[config.mk]
export PLATFORM = sky130hd
export DESIGN_NAME = seq_detect_param
export DESIGN_NICKNAME = d
export VERILOG_FILES = /design/src/rtl/seq_detect_param.sv
export SDC_FILE = /design/constraint.sdc
export NUM_CORES = 1
export LEC_CHECK = 0
export CELL_PAD_IN_SITES_DETAIL_PLACEMENT = 1
export CELL_PAD_IN_SITES_GLOBAL_PLACEMENT = 1
export CORE_MARGIN = 2
export CORE_UTILIZATION = 32
export DETAILED_ROUTE_END_ITERATION = 8
export PLACE_DENSITY = 0.76
export SLEW_MARGIN = 15
export SYNTH_ARGS = -nofsm -noshare
export SYNTH_HDL_FRONTEND = slang
export SYNTH_SLANG_ARGS = --single-unit
[constraint.sdc]
create_clock -name clk -period 5.3 [get_ports clk]
set_clock_uncertainty 0.05 [all_clocks]
set_input_delay 0.795 -clock clk [delete_from_list [all_inputs] [get_ports clk]]
set_output_delay 0.795 -clock clk [all_outputs]
set_load 0.01 [all_outputs]
[src/rtl/seq_detect_param.sv]
// Serial pattern detector with a run-time loadable pattern and length.
// Supports overlapping and non-overlapping detection with a saturating match counter.
module seq_detect_param #(
  parameter int PAT_W = 8,
  parameter int CNT_W = 8,
  localparam int LEN_W = $clog2(PAT_W) + 1
) (
  input  logic             clk,
  input  logic             rst,
  input  logic             en,
  input  logic             din,
  input  logic             load,
  input  logic [PAT_W-1:0] pat_in,
  input  logic [LEN_W-1:0] len_in,
  input  logic             ovl,
  output logic             dout,
  output logic [CNT_W-1:0] match_cnt,
  output logic [1:0]       state,
  output logic [LEN_W-1:0] fill
);

  typedef enum logic [1:0] {
    IDLE = 2'd0,
    FILL = 2'd1,
    RUN  = 2'd2
  } state_e;

  state_e           state_q, state_d;
  logic [PAT_W-1:0] sr_q, sr_d;
  logic [PAT_W-1:0] pat_q, pat_d;
  logic [LEN_W-1:0] len_q, len_d;
  logic [LEN_W-1:0] fill_q, fill_d;
  logic [CNT_W-1:0] cnt_q, cnt_d;
  logic             dout_q, dout_d;

  logic [PAT_W-1:0] shifted;
  logic [PAT_W-1:0] mask;
  logic             loadLegal;
  logic             accept;
  logic             windowFull;
  logic             hit;

  // Only the low len_q bits of the window take part in the comparison.
  always_comb begin
    mask = '0;
    for (int i = 0; i < PAT_W; i++) begin
      mask[i] = (i < int'(len_q));
    end
  end

  always_comb begin
    shifted    = (sr_q << 1) | {{(PAT_W-1){1'b0}}, din};
    loadLegal  = load && (len_in != '0) && (len_in <= LEN_W'(PAT_W));
    accept     = en && (state_q != IDLE);
    windowFull = (state_q == RUN) || ((fill_q + LEN_W'(1)) >= len_q);
    hit        = accept && windowFull && (((shifted ^ pat_q) & mask) == '0);
  end

  // A legal load wins over the bit presented at the same edge; an illegal
  // load falls through to normal bit processing.
  always_comb begin
    state_d = state_q;
    sr_d    = sr_q;
    pat_d   = pat_q;
    len_d   = len_q;
    fill_d  = fill_q;
    cnt_d   = cnt_q;
    dout_d  = 1'b0;

    if (loadLegal) begin
      pat_d   = pat_in;
      len_d   = len_in;
      sr_d    = '0;
      fill_d  = '0;
      cnt_d   = '0;
      state_d = FILL;
    end else if (accept) begin
      sr_d = shifted;
      if (hit) begin
        dout_d = 1'b1;
        if (cnt_q != '1) begin
          cnt_d = cnt_q + CNT_W'(1);
        end
        if (ovl) begin
          state_d = RUN;
          fill_d  = len_q;
        end else begin
          state_d = FILL;
          fill_d  = '0;
        end
      end else if (state_q == FILL) begin
        fill_d = fill_q + LEN_W'(1);
        if ((fill_q + LEN_W'(1)) == len_q) begin
          state_d = RUN;
        end
      end
    end
  end

  always_ff @(posedge clk or negedge rst) begin
    if (!rst) begin
      state_q <= IDLE;
      sr_q    <= '0;
      pat_q   <= '0;
      len_q   <= '0;
      fill_q  <= '0;
      cnt_q   <= '0;
      dout_q  <= 1'b0;
    end else begin
      state_q <= state_d;
      sr_q    <= sr_d;
      pat_q   <= pat_d;
      len_q   <= len_d;
      fill_q  <= fill_d;
      cnt_q   <= cnt_d;
      dout_q  <= dout_d;
    end
  end

  assign dout      = dout_q;
  assign match_cnt = cnt_q;
  assign state     = state_q;
  assign fill      = fill_q;

endmodule

=== Word-level counts from Yosys, hierarchy flattened ===
Cells that the tools add are included.

* Register bits: 34
* Logic and storage cells: 63

* $add $sub $neg: 2
* Order comparisons: 10
* Equality and inequality tests: 4
* Muxes and demuxes: 20
* Bitwise logic cells: 3
* Reduce and logical (&&, ||, !) cells: 17

{| class="wikitable"
|+ Operator list
! operator !! count
|-
| 8-bit two-way mux || 4
|-
| 4-bit two-way mux || 5
|-
| 3-bit by 4-bit < comparator with 1-bit output (first input constant) || 4
|-
| 7-bit two-way mux || 2
|-
| 2-bit two-way mux || 6
|-
| 8-bit by 1-bit adder with 8-bit output (second input constant) || 1
|-
| 8-bit AND || 1
|-
| 8-bit logical NOT || 1
|-
| 1-bit by 4-bit < comparator with 1-bit output (first input constant) || 2
|-
| 2-bit by 4-bit < comparator with 1-bit output (first input constant) || 2
|-
| 8-bit != test (second input constant) || 1
|-
| 8-bit by 1-bit bitwise OR with 8-bit output || 1
|-
| 2-bit nonzero test || 4
|-
| 8-bit XOR || 1
|-
| 3-bit AND reduction || 2
|-
| 3-bit nonzero test || 2
|-
| 1-bit logical AND || 5
|-
| 4-bit by 1-bit adder with 4-bit output (second input constant) || 1
|-
| 4-bit == test || 1
|-
| 4-bit >= comparator || 1
|-
| 4-bit <= comparator (second input constant) || 1
|-
| 4-bit nonzero test || 1
|-
| 1-bit two-way mux || 3
|-
| 2-bit by 1-bit == test with 1-bit output (second input constant) || 1
|-
| other kinds (3) || 3
|}

=== Longest topological paths before layout ===
* Depth in word-level cells: 8
* Depth in mapped cells: 11

=== Least setup slack after synthesis ===
OpenSTA, ideal clock, no wires.

* Path kind: register to register
* Start: register fill_q[0], in the netlist fill[0]
* End: register cnt_q[7], in the netlist match_cnt[7]
* Library setup time: 138 ps
* Data arrival time: 2477 ps
* Path slack: 2634 ps
* Cell stages (with the launch flop): 11
* Buffers on the path: 1
* Cells stage by stage: dfrtp_1 ha_1 xor2_1 ha_1 nand4_1 nand4b_1 o21ai_0 or4_1 buf_2 o311ai_1 o41ai_2

* Longest elaborated chain between the ends: 7

{| class="wikitable"
|+ Ends and longest elaborated chain
! what !! RTL line !! source
|-
| from (decl) || 32 || <nowiki>logic [LEN_W-1:0] fill_q, fill_d;</nowiki>
|-
| from (signal assigned) || 114 || <nowiki>fill_q <= fill_d;</nowiki>
|-
| 4-bit by 1-bit adder with 4-bit output || 55 || <nowiki>windowFull = (state_q == RUN) || ((fill_q + LEN_W'(1)) >= len_q);</nowiki>
|-
| 4-bit >= comparator || 55 ||
|-
| 1-bit logical OR || 55 ||
|-
| 1-bit logical AND (2 in series) || 56 || <nowiki>hit = accept && windowFull && (((shifted ^ pat_q) & mask) == '0);</nowiki>
|-
| 2-bit nonzero test (no source line) || -- ||
|-
| 3-bit AND reduction (no source line) || -- ||
|-
| to (signal assigned) || 115 || <nowiki>cnt_q <= cnt_d;</nowiki>
|-
| to (decl) || 33 || <nowiki>logic [CNT_W-1:0] cnt_q, cnt_d;</nowiki>
|}

No other way between the ends.
A chain may end at the register's enable or synchronous reset.

=== Worst setup path after layout ===
Ends and elaborated chain as after synthesis.

==> metrics <==
maximum operating frequency=313.2 MHz; portion of total power attributed to sequential cells=between 40% and 50%; Worst Path Arrival=3.30 ns; site row count=27; largest delay contributor family on the critical path=simple AND/OR/NAND/NOR gates; Post-CTS Setup Repair Bufs=0; initial core utilization=33.38%; cell area after synthesis=1861 um^2; #FFs+latches synth=34; port bufs=32; Setup WS pre-CTS=1.954 ns; CORE AREA=roughly 5600 um^2; Max clock buf depth=2; total negative setup slack=0 ns; number of top-level design ports=33; number of distinct library cells after synthesis=between 40 and 50; total routed wirelength=4797 um; Mapped Avg Cell Area=8.988 um^2; net count after synthesis=about 230; global-route wire length before repair=8211 um; class of the tightest hold or removal check=register to register; CP cell instances=ha_1, xor2_1, ha_1, nand4_1, nand4b_1, o21ai_0, or4_1, o311ai_1, o41ai_2; worst vdd ir=131.8 uV; slack of the worst reg-to-reg path=2.11 ns; via count of the first global-routing pass=~1,700; worst slew margin relative to its limit=64.88%; Slew Limit Fails=0; total global routing track utilization=16.63%; crit path capture type=register; endpoint required time on the critical path=5.41 ns; Die Wd=80.25 um; NumNets Final=264; number of stages on the worst setup path=9; endpoint of the worst-slack reg-to-reg timing path=match_cnt[7]; CP Launch Point=fill[0]; number of warnings issued by yosys=0; Power Density=356.4 nW/um^2; Least-Margin Pin Slew=0.5255 ns; post-layout worst setup margin=2.107 ns; internal power of the cells=537.2 uW; HPWL after detailed placement=3442 um; Maximum Capacitance Violations=0; routed len/inst=15.38 um; proportion of synthesized chip area in sequential cells=45.73%; buffers and inverters on the worst path=0; total chip power=829.8 uW; Leak Pwr=about 0.0010 uW; TritonCTS Buffers=5; total of hold buffers inserted after clock tree synthesis=0; overall via count from detail_route=1,629; ANT nets after route=0; fraction of final layout cells with drive strength greater than 1=6.667%; final critical path time including I/O delays and setup=about 3.2 ns; drt first-iter violations=75; startpoint type of the worst setup path=register; DRC violations left=0; Final GP Congestion=0.7645; CTS clk-pin slew, worst paths=0.07 ns; crit-path max cell delay=just over 0.8 ns; overflow left after global routing=0; area growth from synthesis to layout=25.15%; switching fraction of total power=35.26%; antenna diode instance count=0; utilization of the core after routing=41.77%; most frequent cell on the critical path=ha_1; pin count of the biggest net entering global routing=35; Vert. Die Dim=80.25 um; sw power=292.6 uW; final setup violating endpoints=0; worst hold-check slack=0.4474 ns; peak fanout along the critical path=16; clock latency reported for the late side of the worst-skew pair=0.28 ns; CTS tree=done; buffer type at the clock tree root=clkbuf_8; post-synthesis cell count=207; critical path start-end classification=register to register; crit share post-route=about three fifths; RSZ-0062 raised after global routing=no; proportion of power drawn by the clock network=22.0%; count of final hold-check violations=0; cell depth of the worst flop-to-flop path=9; run status=finished clean; crit path to=match_cnt[7]; initial antenna violation count=0; Avg Vias per Cell=5.221; startpoint of the worst register-to-register path=fill[0]; iteration count of the initial detailed-routing pass=4; total of fill cells in the finished design=684; clock tree sinks=34; library cell contributing the largest single delay on the critical path=or4_1; maximum level of the CTS H-tree=2; post-cts repair resize count=0; area of the die=between 6000 and 7000 um^2; combinational share of power=35.3%
## power by group through the flow
stage | Sequential (uW) | Clock (uW) | Combinational (uW)
2_1_floorplan | 354 | 0 | 176
3_3_place_gp | 358 | 0 | 284
3_5_place_dp | 360 | 0 | 293
4_1_cts | 355 | 187 | 296
5_1_grt | 361 | 196 | 330
6_report | 355 | 182 | 293
## per-layer routing
layer  up-vias  routed length, um  track usage [%]  part of all wire, %
met3         4                139            3.820                  2.9
met1       799               2326            22.84                   48
met4         0                 55            5.085                  1.1
li1        798                  -                -                    -
met5         -                  0                0                    0
met2        28               2276            26.00                   47
## logic make-up (layout without fill, tap and decap cells)
kind of cell | after synthesis | count (layout) | synth area share (%)
simple gates | 87 | 87 | 22.13
compound gates | 53 | 53 | 18.16
flops | 34 | 34 | 45.73
xor+xnor | 13 | 13 | 6.120
buf+inv | 13 | 46 | 3.228
fa+ha+maj | 6 | 6 | 4.035
mux | 1 | 1 | 0.6052
## cell usage after synthesis, drive strengths merged
| cell type | instances | share of area [%] |
|---|---|---|
| buf | 5 | 1.6 |
| dfrtp | 34 | 46 |
| and2 | 1 | 0.34 |
| clkbuf | 5 | 1.0 |
| ha | 6 | 4.0 |
| nor3 | 2 | 0.54 |
| o21ai | 15 | 4.0 |
| a32oi | 1 | 0.47 |
| and3 | 5 | 1.7 |
| nand2 | 50 | 10 |
| o21a | 1 | 0.40 |
| a41o | 3 | 1.6 |
| a31oi | 5 | 1.7 |
| a21oi | 18 | 5.0 |
| a22oi | 2 | 0.81 |
| a31o | 1 | 0.47 |
| or3 | 3 | 1.3 |
| mux2 | 1 | 0.61 |
| or4 | 2 | 0.81 |
| inv | 3 | 0.61 |
| a211oi | 2 | 0.81 |
| nor2b | 1 | 0.34 |
| nand2b | 1 | 0.34 |
| xnor2 | 7 | 3.3 |
| nand4 | 1 | 0.34 |
| xor2 | 6 | 2.8 |
| o311ai | 1 | 0.47 |
| nand3b | 2 | 0.81 |
| o211ai | 1 | 0.40 |
| and4b | 1 | 0.54 |
| nor2 | 7 | 1.4 |
| nand4b | 2 | 0.94 |
| or3b | 1 | 0.47 |
| nand3 | 7 | 1.9 |
| o21ba | 1 | 0.54 |
| nor4 | 1 | 0.34 |
| o211a | 1 | 0.54 |
| o41ai | 1 | 0.87 |
## layout by cell type (no fill, tap or decap), types with 2 or more instances in the layout
master	count
nand2_1	50
dfrtp_1	34
clkdlybuf4s50_1	32
a21oi_1	17
o21ai_0	14
nand3_1	7
xnor2_1	7
nor2_1	7
xor2_1	6
ha_1	6
a31oi_1	5
and3_1	5
clkbuf_8	5
buf_4	4
inv_1	3
a41o_1	3
nor3_1	2
nand4b_1	2
a22oi_1	2
a211oi_1	2
or4_1	2
nand3b_1	2
or3_1	2
clkbuf_1	2
## flip-flops by register name, summed over array words and instances, names as in the netlist
name	flops
state	2
sr_q	7
fill	4
match_cnt	8
len_q	4
dout	1
pat_q	8
## stage by stage
stage          cells  instance area [um^2]
2_1_floorplan    207                  1861
3_3_place_gp     305                  2252
3_5_place_dp     305                  2252
4_1_cts          312                  2328
5_1_grt          312                  2328
6_report         312                  2328
## worst min path at each step
stage	from	end	slack, ns	cells after the start
2_1_floorplan	pat_q[0]	pat_q[0]	0.42	2
3_3_place_gp	pat_q[7]	pat_q[7]	0.43	2
4_1_cts	pat_q[0]	pat_q[0]	0.45	2
6_report	pat_q[0]	pat_q[0]	0.45	2
5_1_grt	pat_q[0]	pat_q[0]	0.47	2
3_5_place_dp	pat_q[0]	pat_q[0]	0.44	2
## final cells by class
cell class                      instances  area, um^2  share of cell area [%]
Inverter                                3       11.26                  0.4836
Sequential cell                        34       850.8                   36.54
Clock buffer                            7       76.32                   3.278
Timing Repair Buffer                   36       350.3                   15.05
Tap cell                               72       90.09                   3.869
Multi-Input combinational cell        160       949.7                   40.78
## worst min-delay path: cells and delay by family, from the launching register on
kind	cells	cell delay [ns]
AND/OR/NAND/NOR	2	0.11
flip-flops	1	0.36
No activity file was read; power rests on OpenSTA's default activity.
